### src/rtl/status_array_params.vh
// Shared status-array geometry and resolver state encodings.
// Included by every file that needs the slot layout or the FSM codes.
`ifndef STATUS_ARRAY_PARAMS_VH
`define STATUS_ARRAY_PARAMS_VH

`define SA_NUM_BLOCKS        4
`define SA_ADDR_WIDTH        6
`define SA_ROW_WIDTH(tw)     (`SA_NUM_BLOCKS * ((tw) + 1))

`define SA_ST_IDLE           2'd0
`define SA_ST_MISS_WAIT      2'd1
`define SA_ST_UPDATE         2'd2

`endif

### src/rtl/status_hit_resolver_pkg.sv
// Types and helpers shared by the hit resolver and its victim selector.
`include "status_array_params.vh"

package status_hit_resolver_pkg;

    localparam int NUM_BLOCKS = `SA_NUM_BLOCKS;
    localparam int ADDR_WIDTH = `SA_ADDR_WIDTH;

    typedef enum logic [1:0] {
        ST_IDLE      = `SA_ST_IDLE,
        ST_MISS_WAIT = `SA_ST_MISS_WAIT,
        ST_UPDATE    = `SA_ST_UPDATE
    } state_e;

    // Isolates the lowest set bit, giving lowest-index-wins priority.
    function automatic logic [NUM_BLOCKS-1:0] lowest_one(input logic [NUM_BLOCKS-1:0] v);
        return v & (~v + NUM_BLOCKS'(1));
    endfunction

    function automatic logic [NUM_BLOCKS-1:0] rotl1(input logic [NUM_BLOCKS-1:0] v);
        return {v[NUM_BLOCKS-2:0], v[NUM_BLOCKS-1]};
    endfunction

endpackage

### src/rtl/status_hit_resolver_victim_selector.sv
// Miss victim choice: lowest invalid slot first, round-robin pointer when the set is full.
`include "status_array_params.vh"

module victim_selector
    import status_hit_resolver_pkg::*;
(
    input  logic [NUM_BLOCKS-1:0] valid_i,
    input  logic [NUM_BLOCKS-1:0] rr_ptr_i,
    output logic [NUM_BLOCKS-1:0] victim_o,
    output logic                  from_rr_o
);

    always_comb begin
        victim_o  = '0;
        from_rr_o = 1'b0;
        if (&valid_i) begin
            victim_o  = rr_ptr_i;
            from_rr_o = 1'b1;
        end else begin
            victim_o  = lowest_one(~valid_i);
        end
    end

endmodule

### src/rtl/status_hit_resolver.sv
// Resolves status-array lookups into hit/miss, tracks one pending miss and
// writes the refilled slot back into the status array.
//   state     | meaning
//   IDLE      | ready for a lookup
//   MISS_WAIT | miss outstanding, waiting for the refill to finish
//   UPDATE    | one-cycle status write of the refilled slot
`include "status_array_params.vh"

module status_hit_resolver
    import status_hit_resolver_pkg::*;
#(
    parameter  int TAG_WIDTH = 1,
    localparam int ROW_WIDTH = `SA_ROW_WIDTH(TAG_WIDTH)
) (
    input  logic                  clk,
    input  logic                  srst,
    input  logic                  i_halt,
    input  logic [TAG_WIDTH-1:0]  i_tag,
    input  logic [ADDR_WIDTH-1:0] i_addr,
    input  logic [ROW_WIDTH-1:0]  i_data,
    input  logic                  i_valid,
    input  logic                  i_fill_done,
    output logic                  o_valid,
    output logic                  o_hit,
    output logic [NUM_BLOCKS-1:0] o_way,
    output logic [TAG_WIDTH-1:0]  o_tag,
    output logic [ADDR_WIDTH-1:0] o_addr,
    output logic                  o_ready,
    output logic [ADDR_WIDTH-1:0] o_w_addr,
    output logic [ROW_WIDTH-1:0]  o_w_data,
    output logic [NUM_BLOCKS-1:0] o_w_wmask,
    output logic                  o_w_valid
);

    localparam int SLOT_W = TAG_WIDTH + 1;

    state_e                  state_q, state_d;
    logic [NUM_BLOCKS-1:0]   rr_q, rr_d;

    logic                    valid_q;
    logic                    hit_q;
    logic [NUM_BLOCKS-1:0]   way_q;
    logic [TAG_WIDTH-1:0]    tag_q;
    logic [ADDR_WIDTH-1:0]   addr_q;

    logic [TAG_WIDTH-1:0]    miss_tag_q;
    logic [ADDR_WIDTH-1:0]   miss_addr_q;
    logic [NUM_BLOCKS-1:0]   miss_way_q;
    logic                    miss_rr_q;

    logic [NUM_BLOCKS-1:0]   slot_valid;
    logic [NUM_BLOCKS-1:0]   slot_match;
    logic [NUM_BLOCKS-1:0]   hit_way;
    logic [NUM_BLOCKS-1:0]   victim;
    logic                    victim_from_rr;
    logic                    hit;
    logic                    accept;
    logic                    in_update;

    always_comb begin
        slot_valid = '0;
        slot_match = '0;
        for (int k = 0; k < NUM_BLOCKS; k++) begin
            slot_valid[k] = i_data[k*SLOT_W + TAG_WIDTH];
            slot_match[k] = slot_valid[k] && (i_data[k*SLOT_W +: TAG_WIDTH] == i_tag);
        end
    end

    assign hit     = |slot_match;
    assign hit_way = lowest_one(slot_match);

    victim_selector u_victim_selector (
        .valid_i   (slot_valid),
        .rr_ptr_i  (rr_q),
        .victim_o  (victim),
        .from_rr_o (victim_from_rr)
    );

    assign o_ready = (state_q == ST_IDLE) && !srst;
    assign accept  = i_valid && o_ready && !i_halt;

    always_comb begin
        state_d = state_q;
        rr_d    = rr_q;
        case (state_q)
            ST_IDLE: begin
                if (accept && !hit) state_d = ST_MISS_WAIT;
            end
            ST_MISS_WAIT: begin
                if (i_fill_done && !i_halt) state_d = ST_UPDATE;
            end
            ST_UPDATE: begin
                if (!i_halt) begin
                    state_d = ST_IDLE;
                    if (miss_rr_q) rr_d = rotl1(rr_q);
                end
            end
            default: state_d = ST_IDLE;
        endcase
    end

    always_ff @(posedge clk) begin
        if (srst) begin
            state_q     <= ST_IDLE;
            rr_q        <= NUM_BLOCKS'(1);
            valid_q     <= 1'b0;
            hit_q       <= 1'b0;
            way_q       <= '0;
            tag_q       <= '0;
            addr_q      <= '0;
            miss_tag_q  <= '0;
            miss_addr_q <= '0;
            miss_way_q  <= '0;
            miss_rr_q   <= 1'b0;
        end else begin
            state_q <= state_d;
            rr_q    <= rr_d;
            // Result valid is a pulse: a halt never stretches it.
            valid_q <= accept;
            if (accept) begin
                hit_q  <= hit;
                way_q  <= hit ? hit_way : victim;
                tag_q  <= i_tag;
                addr_q <= i_addr;
                if (!hit) begin
                    miss_tag_q  <= i_tag;
                    miss_addr_q <= i_addr;
                    miss_way_q  <= victim;
                    miss_rr_q   <= victim_from_rr;
                end
            end
        end
    end

    assign o_valid = valid_q;
    assign o_hit   = hit_q;
    assign o_way   = way_q;
    assign o_tag   = tag_q;
    assign o_addr  = addr_q;

    // Write row carries the new entry in every slot; the mask picks the victim.
    assign in_update = (state_q == ST_UPDATE) && !srst;
    assign o_w_valid = in_update && !i_halt;
    assign o_w_addr  = in_update ? miss_addr_q : '0;
    assign o_w_wmask = in_update ? miss_way_q : '0;
    assign o_w_data  = in_update ? {NUM_BLOCKS{{1'b1, miss_tag_q}}} : '0;

endmodule

### config.mk
export PLATFORM = sky130hd
export DESIGN_NAME = status_hit_resolver
export DESIGN_NICKNAME = d
export VERILOG_FILES = /design/src/rtl/status_hit_resolver_pkg.sv /design/src/rtl/status_hit_resolver_victim_selector.sv /design/src/rtl/status_hit_resolver.sv
export VERILOG_INCLUDE_DIRS = /design/src /design/src/rtl
export SDC_FILE = /design/constraint.sdc
export NUM_CORES = 1
export LEC_CHECK = 0
export ABC_AREA = 1
export CAP_MARGIN = 20
export CORE_ASPECT_RATIO = 1.4
export CORE_MARGIN = 2
export CORE_UTILIZATION = 50
export CTS_BUF_LIST = sky130_fd_sc_hd__clkbuf_4 sky130_fd_sc_hd__clkbuf_8
export CTS_CLUSTER_DIAMETER = 120
export DETAILED_ROUTE_END_ITERATION = 10
export PLACE_DENSITY = 0.93
export SLEW_MARGIN = 30
export SYNTH_ARGS = -nofsm -noshare
export SYNTH_HDL_FRONTEND = slang
export SYNTH_SLANG_ARGS = --single-unit
### constraint.sdc
create_clock -name clk -period 2 [get_ports clk]
set_input_delay 0.4 -clock clk [delete_from_list [all_inputs] [get_ports clk]]
set_output_delay 0.4 -clock clk [all_outputs]
set_load 0.01 [all_outputs]
==> impl_results.md <==
- Place WS: -0.2796 ns
- Crit path arrival time: 1.60 ns
- Worst path bufs/invs: 4
- Top Ports: 53
- Final non-filler cell total: 304
- RSZ-0062 raised after global routing: yes
- Initial antenna violation count: 0
- Setup CP Type: in2out
- Worst Slack Setup Final: -0.004452 ns
- GPL Wtd Cong: around 0.86
- CP max-delay cell: clkdlybuf4s50_1
- Clock Path Buffers: 2
- Largest net degree at the start of global routing: 21
- Clock sink count: 31
- Gr usage total: about a quarter
- Yosys top cell area share: about two fifths
- Mapped Area: approximately 1500 um2
- Max FO, Critical Path: 4
- Die Y: 69.49 um
- Total Nets Final: 286
- Final hold violation count: 0
- Design area: 2138 um2
- Post-CTS Hold Fix Bufs: 0
- Yosys top cell by area: dfxtp_1
- Cell Chain, Critical Path: clkdlybuf4s50_1 -> nor2_2 -> inv_2 -> nor2_2 -> buf_4 -> dlygate4sd2_1
- I/O Buffers: 52
- Setup Skew: 0.005758 ns
- GRT overflow: 0
- Global-route wire length before repair: approximately 6300 um
- Startpoint class of the critical path: input port
- Max Transition Viols Final: 0
- VDD IR-drop max: 0.0006479 V
- Die ar.: 3528 um2
- CTS Buf Count: 5
- Pre-Repair DR Iteration Count: 4
- Pwr/cell area: 642.0 nW/um2
- Ant diodes: 0
- Cell mode on critical path: nor2_2
- Met2 wire length: 1968 um
- Mean Syn Cell Area: between 7 and 8 um2
- Detailed Route Iter0 Violations: around 80
- DR vias: between 1500 and 2000
- WL met3: between 150 and 200 um
- # placed instances: slightly below 300
- DP HPWL: ~2900 um
- Final ANT Viol Nets: 0
- Post-DR vias/cell: 4.954
- Fraction of registers with async set/reset: 0%
- CTS tree: built
- Sequential area share after synthesis: 40.52%
- WL met1: about 1500 um
- Post-synthesis register bit count: 31
- Vias in the first global route: about 1400
- Final period util: 100.2%
- Post-synth EDFFs: 0
- Synth unique cells: 22
- DIE WIDTH: 50.78 um
- Core Footprint: around 2900 um2
- Starting density of the core: around 53%
- Area Growth Syn to Fin: 39.62%
- Utilization after layout: about three quarters
- Max_slew headroom: 76.37%
- Worst skew pair latency: between 0.2 and 0.3 ns
- Cell row count: 23
- Post-Syn Instances: 212
- Area post-placement: ~2100 um2
- H-tree levels: 2
- Leakage Power: just under 1 nW
- Mapped Nets: 232
- # DRC: 0
- Class of the worst hold path: reg2reg
- Worst-Margin Slew: between 0.3 and 0.4 ns
- Fin crit period: roughly 2.0 ns
- MaxCap Viol Count: 0
- Clock Pin Slew Worst Setup and Hold Paths: ~0.060 ns
- Worst stage delay on the critical path: around 0.46 ns
- Top delay family on crit path: buffers and inverters
- Routed wire per std cell: 12.46 um
- Final setup viols: 3
- Postcts setup bufs: 0
- Fmax: 498.9 MHz
- Layout cells sized above 1: 16.48%
- Highest routed layer: met4
- Ys Warns: 0
- Drt total wl: 3789 um
- Outcome: finished, violations left
- Worst EP required: approximately 1.6 ns
- Clock Root Buffer: clkbuf_8
- Failing checks: setup timing
- Synth Flop Type: dfxtp_1
- Ranking of synthesized cells by area: dfxtp_1 (41%), nor2_1 (11%), nand2_1 (8.3%)
- CP endpoint kind: output pin
==> timing repair <==
action / 4_1_cts / 5_1_grt
resized for setup: 21 / 11
hold endpoints to repair: 0 / 0
endpoints found under the setup margin: 20 / 15
pin swaps: 1 / 0
cloned: 0 / 0
==> through the flow <==
| step | power (mW) | setup TNS [ns] | hold WS [ns] |
|---|---|---|---|
| after global placement | 0.8865 | -3.714 | 0.4480 |
| after CTS | 1.375 | 0 | 0.4769 |
| after global routing | 1.432 | -0.2308 | 0.4988 |
| after floorplan | 0.7881 | 0 | 0.4369 |
| final | 1.373 | -0.01047 | 0.4744 |
| after detailed placement | 0.8948 | -4.100 | 0.4539 |
==> Yosys cell counts, types with 2 or more instances <==
cell	number
buf_4	7
a21oi_1	4
inv_1	30
dfxtp_1	31
o21ai_0	15
nor2_4	2
nand2_2	3
nand4_1	3
buf_6	5
a211oi_2	5
o21ai_1	3
nand3_1	12
nand3_2	5
inv_2	2
clkbuf_1	2
nor2_1	44
nand2_1	34
==> state kept, by name, indices dropped and copies added, names as in the netlist <==
signal	count
miss_addr_q	6
miss_rr_q	1
miss_tag_q	1
miss_way_q	4
o_addr	6
o_hit	1
o_tag	1
o_valid	1
o_way	4
rr_q	4
state_q	2
==> layer usage <==
layer	global-route usage (%)	vias to the layer above
met3	4.741	11
met2	40.94	60
met5	0	-
met1	25.71	673
met4	13.51	0
li1	-	762
==> final cells by class <==
cell class	instances	area (um2)
Multi-Input combinational cell	133	668.1
Tap cell	37	46.29
Inverter	33	126.4
Clock inverter	1	5.005
Clock buffer	7	83.83
Fill cell	223	768.2
Sequential cell	31	620.6
Timing Repair Buffer	62	588.1
==> where the power goes <==
part	total [mW]	switching (mW)	leakage, nW	internal [mW]
logic	0.231	0.121	0.679	0.110
clock network	0.492	0.221	0.0491	0.271
registers	0.650	0.0107	0.252	0.639
==> logic make-up after synthesis <==
kind of cell           Yosys count  share of synthesized area [%]
buffers and inverters           48                          16.18
AO/OA/AOI/OAI                   29                          12.34
AND/OR/NAND/NOR                104                          30.96
flip-flops                      31                          40.52
==> worst min-delay path: cells and delay by family (launching register included) <==
kind	cells	cell delay [ns]
AO/OA/AOI/OAI	1	0.07
buffers and inverters	1	0.06
flip-flops	1	0.30
==> worst paths after layout <==
check / start / endpoint / slack (ns) / cells after the start
worst min register to register: miss_way_q[2] / miss_way_q[2] / 0.47 / 2
worst max-delay path: srst / o_w_data[2] / -0.004 / 6
worst min-delay path: miss_way_q[2] / miss_way_q[2] / 0.47 / 2
worst max register to register: state_q[1] / o_way[1] / 0.53 / 9
==> cell usage in the layout (no fill, tap or decap) <==
cell             netlist  layout
a21oi_2                1       1
clkbuf_8               0       5
o21ai_0               15      15
nand3_1               12      12
nor2_1                44      42
clkbuf_2               0       3
clkdlybuf4s50_1        0      32
buf_4                  7       8
nand2_4                1       1
a211oi_2               5       5
nand2_1               34      34
o21ai_1                3       3
inv_4                  1       1
nor2_4                 2       2
clkdlybuf4s15_1        0       3
nand3_2                5       5
a21oi_1                4       4
inv_1                 30      29
dfxtp_1               31      31
inv_2                  2       3
dlygate4sd2_1          0      14
nand2_2                3       3
clkbuf_4               0       2
nor2_2                 0       2
o211ai_1               1       1
buf_12                 0       2
nand4_1                3       3
clkinv_2               0       1
No activity file was read; power rests on OpenSTA's default activity.
